<file path="src/rtl/pe_pkg.sv">
// Q-format constants and helpers shared by the second-generation systolic PE.
// to_q is a bench-side convenience and is not used by the datapath.
package pe_pkg;
   localparam int DW        = 16;
   localparam int FRAC_BITS = 8;

   typedef struct packed {
      logic [DW-1:0] val;
      logic          sat;
   } sat_res_t;

   function automatic logic [DW-1:0] to_q(input real x);
      real scaled;
      scaled = x * real'(1 << FRAC_BITS);
      return DW'($rtoi(scaled));
   endfunction

   // Clamp a 2*DW+1 bit signed sum into DW bits and flag out-of-range values.
   function automatic sat_res_t sat_trunc(input logic signed [2*DW:0] s);
      sat_res_t             r;
      logic signed [2*DW:0] max_v;
      logic signed [2*DW:0] min_v;
      max_v = $signed({{(DW+2){1'b0}}, {(DW-1){1'b1}}});
      min_v = $signed({{(DW+2){1'b1}}, {(DW-1){1'b0}}});
      if (s > max_v) begin
         r.val = {1'b0, {(DW-1){1'b1}}};
         r.sat = 1'b1;
      end else if (s < min_v) begin
         r.val = {1'b1, {(DW-1){1'b0}}};
         r.sat = 1'b1;
      end else begin
         r.val = s[DW-1:0];
         r.sat = 1'b0;
      end
      return r;
   endfunction
endpackage

</file>
<file path="src/rtl/pe_mac_q.sv">
// Combinational fixed-point MAC: multiply, optional round-half-up, shift,
// add a DW-bit addend, then clamp or wrap back to DW bits.
module pe_mac_q
   import pe_pkg::*;
#(
   parameter int DATA_WIDTH = DW,
   parameter int FRAC       = FRAC_BITS,
   parameter int ROUND_EN   = 1,
   parameter int SAT_EN     = 1
) (
   input  logic signed [DATA_WIDTH-1:0] i_a,
   input  logic signed [DATA_WIDTH-1:0] i_w,
   input  logic signed [DATA_WIDTH-1:0] i_addend,
   output logic        [DATA_WIDTH-1:0] o_res,
   output logic                         o_sat
);
   localparam int PW = 2 * DATA_WIDTH;
   localparam logic signed [PW-1:0] RND_K = (ROUND_EN != 0) ? (PW'(1) << (FRAC - 1)) : PW'(0);
   localparam logic signed [PW:0] MAX_S = $signed({{(PW-DATA_WIDTH+2){1'b0}}, {(DATA_WIDTH-1){1'b1}}});
   localparam logic signed [PW:0] MIN_S = $signed({{(PW-DATA_WIDTH+2){1'b1}}, {(DATA_WIDTH-1){1'b0}}});

   logic signed [PW-1:0] w_prod;
   logic signed [PW-1:0] w_rnd;
   logic signed [PW-1:0] w_shift;
   logic signed [PW:0]   w_sum;
   logic                 w_over;
   logic                 w_under;

   assign w_prod  = $signed({{DATA_WIDTH{i_a[DATA_WIDTH-1]}}, i_a})
                  * $signed({{DATA_WIDTH{i_w[DATA_WIDTH-1]}}, i_w});
   assign w_rnd   = w_prod + RND_K;
   assign w_shift = w_rnd >>> FRAC;
   assign w_sum   = {w_shift[PW-1], w_shift}
                  + {{(PW-DATA_WIDTH+1){i_addend[DATA_WIDTH-1]}}, i_addend};
   assign w_over  = (w_sum > MAX_S);
   assign w_under = (w_sum < MIN_S);
   assign o_sat   = w_over | w_under;

   always_comb begin
      o_res = w_sum[DATA_WIDTH-1:0];
      if (SAT_EN != 0) begin
         if (w_over)
            o_res = {1'b0, {(DATA_WIDTH-1){1'b1}}};
         else if (w_under)
            o_res = {1'b1, {(DATA_WIDTH-1){1'b0}}};
      end
   end
endmodule

</file>
<file path="src/rtl/pe_dbw.sv">
// Weight-stationary systolic PE with double-buffered weights, saturation and
// an output-stationary accumulate mode drained on command.
module pe_dbw #(
   parameter int DATA_WIDTH = pe_pkg::DW,
   parameter int FRAC_BITS  = pe_pkg::FRAC_BITS,
   parameter int ROUND_EN   = 1,
   parameter int SAT_EN     = 1
) (
   input  logic                  clk,
   input  logic                  rst,
   input  logic                  pe_enabled,
   input  logic                  pe_acc_mode,
   input  logic [DATA_WIDTH-1:0] pe_psum_in,
   input  logic [DATA_WIDTH-1:0] pe_weight_in,
   input  logic                  pe_accept_w_in,
   input  logic [DATA_WIDTH-1:0] pe_input_in,
   input  logic                  pe_valid_in,
   input  logic                  pe_switch_in,
   input  logic                  pe_drain_in,
   output logic [DATA_WIDTH-1:0] pe_psum_out,
   output logic [DATA_WIDTH-1:0] pe_weight_out,
   output logic                  pe_accept_w_out,
   output logic [DATA_WIDTH-1:0] pe_input_out,
   output logic                  pe_valid_out,
   output logic                  pe_switch_out,
   output logic                  pe_drain_out,
   output logic                  pe_sat_out,
   output logic                  pe_sw_err
);
   import pe_pkg::*;

   logic [DATA_WIDTH-1:0] r_w_active;
   logic [DATA_WIDTH-1:0] r_w_shadow;
   logic                  r_shadow_full;
   logic [DATA_WIDTH-1:0] r_acc;
   logic                  r_acc_sat;
   logic [DATA_WIDTH-1:0] r_psum;
   logic [DATA_WIDTH-1:0] r_weight;
   logic                  r_accept;
   logic [DATA_WIDTH-1:0] r_input;
   logic                  r_valid;
   logic                  r_switch;
   logic                  r_drain;
   logic                  r_sat;
   logic                  r_sw_err;

   logic [DATA_WIDTH-1:0] w_addend;
   logic [DATA_WIDTH-1:0] w_res;
   logic                  w_sat;

   assign w_addend = pe_acc_mode ? r_acc : pe_psum_in;

   pe_mac_q #(
      .DATA_WIDTH (DATA_WIDTH),
      .FRAC       (FRAC_BITS),
      .ROUND_EN   (ROUND_EN),
      .SAT_EN     (SAT_EN)
   ) u_mac (
      .i_a      (pe_input_in),
      .i_w      (r_w_active),
      .i_addend (w_addend),
      .o_res    (w_res),
      .o_sat    (w_sat)
   );

   always_ff @(posedge clk) begin
      if (rst) begin
         r_w_active    <= '0;
         r_w_shadow    <= '0;
         r_shadow_full <= 1'b0;
         r_acc         <= '0;
         r_acc_sat     <= 1'b0;
         r_psum        <= '0;
         r_weight      <= '0;
         r_accept      <= 1'b0;
         r_input       <= '0;
         r_valid       <= 1'b0;
         r_switch      <= 1'b0;
         r_drain       <= 1'b0;
         r_sat         <= 1'b0;
         r_sw_err      <= 1'b0;
      end else if (!pe_enabled) begin
         r_valid  <= 1'b0;
         r_switch <= 1'b0;
         r_drain  <= 1'b0;
         r_sat    <= 1'b0;
      end else begin
         r_weight <= pe_weight_in;
         r_accept <= pe_accept_w_in;
         r_input  <= pe_input_in;
         r_switch <= pe_switch_in;
         r_drain  <= pe_drain_in;

         // Promotion reads the old shadow, so a same-cycle load lands behind it.
         if (pe_switch_in) begin
            if (r_shadow_full) begin
               r_w_active    <= r_w_shadow;
               r_shadow_full <= 1'b0;
            end else begin
               r_sw_err <= 1'b1;
            end
         end
         if (pe_accept_w_in) begin
            r_w_shadow    <= pe_weight_in;
            r_shadow_full <= 1'b1;
         end

         if (!pe_acc_mode) begin
            r_valid <= pe_valid_in;
            r_sat   <= pe_valid_in & w_sat;
            if (pe_valid_in)
               r_psum <= w_res;
         end else begin
            r_valid <= pe_drain_in;
            r_sat   <= 1'b0;
            if (pe_drain_in) begin
               r_acc     <= '0;
               r_acc_sat <= 1'b0;
               if (pe_valid_in) begin
                  r_psum <= w_res;
                  r_sat  <= w_sat | r_acc_sat;
               end else begin
                  r_psum <= r_acc;
                  r_sat  <= r_acc_sat;
               end
            end else if (pe_valid_in) begin
               r_acc     <= w_res;
               r_acc_sat <= r_acc_sat | w_sat;
            end
         end
      end
   end

   assign pe_psum_out     = r_psum;
   assign pe_weight_out   = r_weight;
   assign pe_accept_w_out = r_accept;
   assign pe_input_out    = r_input;
   assign pe_valid_out    = r_valid;
   assign pe_switch_out   = r_switch;
   assign pe_drain_out    = r_drain;
   assign pe_sat_out      = r_sat;
   assign pe_sw_err       = r_sw_err;
endmodule

</file>
<file path="config.mk">
export PLATFORM = sky130hd
export DESIGN_NAME = pe_dbw
export DESIGN_NICKNAME = d
export VERILOG_FILES = /design/src/rtl/pe_pkg.sv /design/src/rtl/pe_mac_q.sv /design/src/rtl/pe_dbw.sv
export SDC_FILE = /design/constraint.sdc
export NUM_CORES = 1
export LEC_CHECK = 0
export CAP_MARGIN = 20
export CORE_ASPECT_RATIO = 0.7
export CORE_MARGIN = 4
export CORE_UTILIZATION = 35
export CTS_CLUSTER_SIZE = 16
export DETAILED_ROUTE_END_ITERATION = 10
export SLEW_MARGIN = 20
export SYNTH_ARGS = -nofsm -noshare
export SYNTH_HDL_FRONTEND = slang
export SYNTH_SLANG_ARGS = --single-unit
</file>
<file path="constraint.sdc">
create_clock -name clk -period 9.75 [get_ports clk]
set_clock_uncertainty 0.05 [all_clocks]
set_input_delay 1.95 -clock clk [delete_from_list [all_inputs] [get_ports clk]]
set_output_delay 1.95 -clock clk [all_outputs]
set_load 0.02 [all_outputs]
</file>
==> results_dict.tcl <==
set metrics [dict create \
    die_height_microns 181.8 \
    regToRegStartpoint "r_w_active[5]$_SDFFE_PP0P_" \
    critPathArrivalTime_ns 9.87 \
    finish.cell_count_without_fillers 2568 \
    layout.filler_cells 4029 \
    hold-path-cell-count 2 \
    synthesis.instances 1712 \
    final_report_setup_violation_count 0 \
    whs_endpoint "r_acc_sat$_SDFFE_PP0P_" \
    cts-htree-levels 3 \
    global_route_wire_length_before_repair_mm 71.13 \
    finalWeightedCongestion 0.8652 \
    syn-cell-area_sq_um 15100 \
    report.final.hold_viol_count 0 \
    synth_simple_gate_area_share_pct 16.37 \
    drt_first_pass_iters 5 \
    max_freq_mhz 103.7 \
    reg2reg_to "pe_psum_out[10]$_SDFFE_PP0P_" \
    worst_r2r_path_depth 32 \
    core_area_sq_um 42490 \
    kind_of_start_point_of_the_critical_path "primary input" \
    hp-class "reg -> reg" \
    route.final.wire_length_mm 43.37 \
    first_global_vias 12916 \
    cts_root_buf "sky130_fd_sc_hd__clkbuf_16" \
    placement.io_buffers 109 \
    cts_max_path_buffers 2 \
    synth_enable_flop_cells 0 \
    insertion_delay_ns 0.36 \
    final_min_period_over_clock_period_pct 98.93 \
    detailroute.via_count 12420 \
    die-width_microns 256.2 \
    yosys_warnings 0 \
    largest_net_degree_at_the_start_of_global_routing 75 \
    drt_iter0_drc 738 \
    vias_per_cell 4.836 \
    synth.ff_latch_count 104 \
    worstSetupPathType "in -> reg" \
    worstPathBufferInverterCount 7 \
    drcViolationCount 0 \
    synth-main-ff-cell "sky130_fd_sc_hd__dfxtp_1" \
    overflow 0 \
    most-common-layout-cells "sky130_fd_sc_hd__inv_1 (297), sky130_fd_sc_hd__fa_1 (247), sky130_fd_sc_hd__buf_4 (226)" \
    numClockSinks 104 \
    post_synth_mux_area_share_pct 3.456 \
    crit_fanout 8 \
    critical_path.slowest_cell "sky130_fd_sc_hd__fa_1" \
    vdd.ir_drop.worst_mv 0.07323 \
    grt_usage_pct 18.93 \
    antenna_found_initial 1 \
    worst-slew-pin-transition_ns 1.016 \
    yosys.area_share.xor_xnor_pct 2.784 \
    worst_setup_hold_path_clk_slew_ns 0.08 \
    finish.net_count 2435 \
    postRouteAntennaNets 0 \
    p_leak_uw 0.009498 \
    run_status "complete, no violations" \
    final_common_cell "sky130_fd_sc_hd__inv_1" \
    slew-limit-headroom_pct 32.30 \
    rsz0062_at_grt "true" \
    r2r_setup_slack_ns 1.07 \
    postSynthNetCount 2135 \
    post_synth_arst_share_pct 0 \
    max_stage_delay_ns 0.56 \
    synth_area_per_cell_sq_um 8.819 \
    number_of_hold_buffers_added_after_cts 0 \
    holdCritStartpoint "r_acc_sat$_SDFFE_PP0P_" \
    syn2layout_area_growth_pct 32.48 \
    timing.final.crit_period_ns 9.645 \
    synth_top_family_by_area "adder cells" \
    critPathRequiredTime_ns 9.97 \
    drv_cap 0 \
    timing.critical_path.max_delay_family "adder cells" \
    type_of_destination_of_the_critical_path "register" \
    dr_wl_cell_microns 16.89 \
    cts-buffers-inserted 9 \
    synth_fa_ha_area_share_pct 43.49 \
    design.die.area_sq_um 46580 \
    critical_path_cell_count 32 \
    numPlacedInstances 2501 \
    synth_compound_area_share_pct 9.978 \
    number_of_diodes 0 \
    num_rows 63 \
    power_density_nw_per_um2 58.97 \
    synth.distinct_cells 68 \
    postLayoutCoreUtil_pct 47.08 \
    timing_max_transition_violations_final 0 \
    number_of_primary_i_o_pins 110 \
    total_half_perimeter_wirelength_after_legalization_and_detailed_placement_mm 35.13 \
    initial_core_utilization_pct 35.54 \
    cts_tree "yes" \
    layout-drive-gt1-share_pct 25.35 \
    synth_sequential_area_ratio_pct 13.79 \
]
[synth_stat cells (all sizes together) (10+ instances only)]
master	number	area share [%]
nand2	230	5.7
buf	14	0.69
o32ai	15	0.87
dfxtp	104	14
and2	117	4.8
o21ai	28	0.95
nand3	12	0.40
mux2	17	1.3
nor2	103	2.6
inv	314	7.8
ha	104	8.6
fa	263	35
and3	20	0.83
nand2b	11	0.46
xor2	16	0.93
clkbuf	66	1.6
o31ai	16	0.80
a21o	10	0.50
mux2i	33	2.2
a21oi	89	3.2
xnor2	32	1.9
[cells by family (layout without fill, tap and decap cells)]
logic type / count (synthesis) / count (layout)
multiplexers: 50 / 50
AND/OR/NAND/NOR: 529 / 529
flip-flops: 104 / 104
XOR/XNOR: 48 / 48
buffers and inverters: 394 / 697
AO/OA/AOI/OAI: 220 / 221
adder cells (fa/ha/maj): 367 / 367
[registers in the layout (all words and copies together) (netlist names), 16 cells and up]
| signal | flops |
|---|---|
| pe_input_out | 16 |
| pe_psum_out | 16 |
| pe_weight_out | 16 |
| r_acc | 16 |
| r_w_active | 16 |
| r_w_shadow | 16 |
[worst max-delay path by stage]
stage / from / endpoint
3_3_place_gp: pe_input_in[10] / pe_psum_out[14]$_SDFFE_PP0P_
2_1_floorplan: pe_input_in[15] / r_acc[2]$_SDFFE_PP0P_
5_1_grt: pe_input_in[14] / pe_psum_out[10]$_SDFFE_PP0P_
4_1_cts: pe_input_in[8] / pe_psum_out[12]$_SDFFE_PP0P_
6_report: pe_input_in[9] / pe_psum_out[10]$_SDFFE_PP0P_
3_5_place_dp: pe_input_in[11] / pe_psum_out[12]$_SDFFE_PP0P_
[cell type report]
class                   count  area, sq um  share of cell area [%]
multi-input cells        1215        12600                   63.00
repair buffers            368         3162                   15.81
flip-flops and latches    104         2082                   10.41
inverters                 314         1179                   5.893
well taps                 552        690.7                   3.453
clock buffers              10        239.0                   1.195
clock inverters             5        48.80                  0.2440
[report_power, final]
group          switching [uW]  total [uW]  internal (uW)  leakage [uW]
Combinational             192         363            171       0.00851
Clock                     180         365            185      0.000143
Sequential               10.3         451            441      0.000849
Total                     383        1180            797       0.00950
[routing by layer]
metal / GRT usage, % / wire (microns) / vias up / share of wire [%]
met5: 0 / 9 / - / 0.021
met4: 3.574 / 792 / 2 / 1.8
met3: 3.973 / 2499 / 45 / 5.8
met2: 28.02 / 18830 / 300 / 43
met1: 28.71 / 21240 / 6137 / 49
li1: - / - / 5936 / -
[worst reg2reg max path: cells and delay by family, from the launching register on]
| kind | cells | cell delay (ns) |
|---|---|---|
| flops | 1 | 0.81 |
| buf+inv | 6 | 0.53 |
| simple gates | 6 | 1.30 |
| fa+ha+maj | 8 | 3.42 |
| xor+xnor | 1 | 0.13 |
| compound gates | 11 | 2.35 |
[per-stage QoR]
step / hold slack (ns) / power, uW / instance area (sq um) / TNS (ns) / setup WS, ns
floorplan: 0.3747 / 620.2 / 15120 / 0 / 0.03009
global placement: 0.3900 / 757.1 / 18100 / -33.00 / -1.018
detailed placement: 0.3973 / 758.9 / 18100 / -36.56 / -1.166
CTS: 0.4104 / 1164 / 19310 / -0.05845 / -0.02145
global route: 0.4253 / 1237 / 20000 / -3.676 / -0.1480
finish: 0.4047 / 1180 / 20000 / 0 / 0.1045
[timing repair]
item	4_1_cts	5_1_grt
gates cloned	6	0
resized for setup	193	148
buffers inserted	31	18
endpoints found under the setup margin	34	34
pin swaps	104	84
Note: power is estimated with default switching activity, not from simulation.
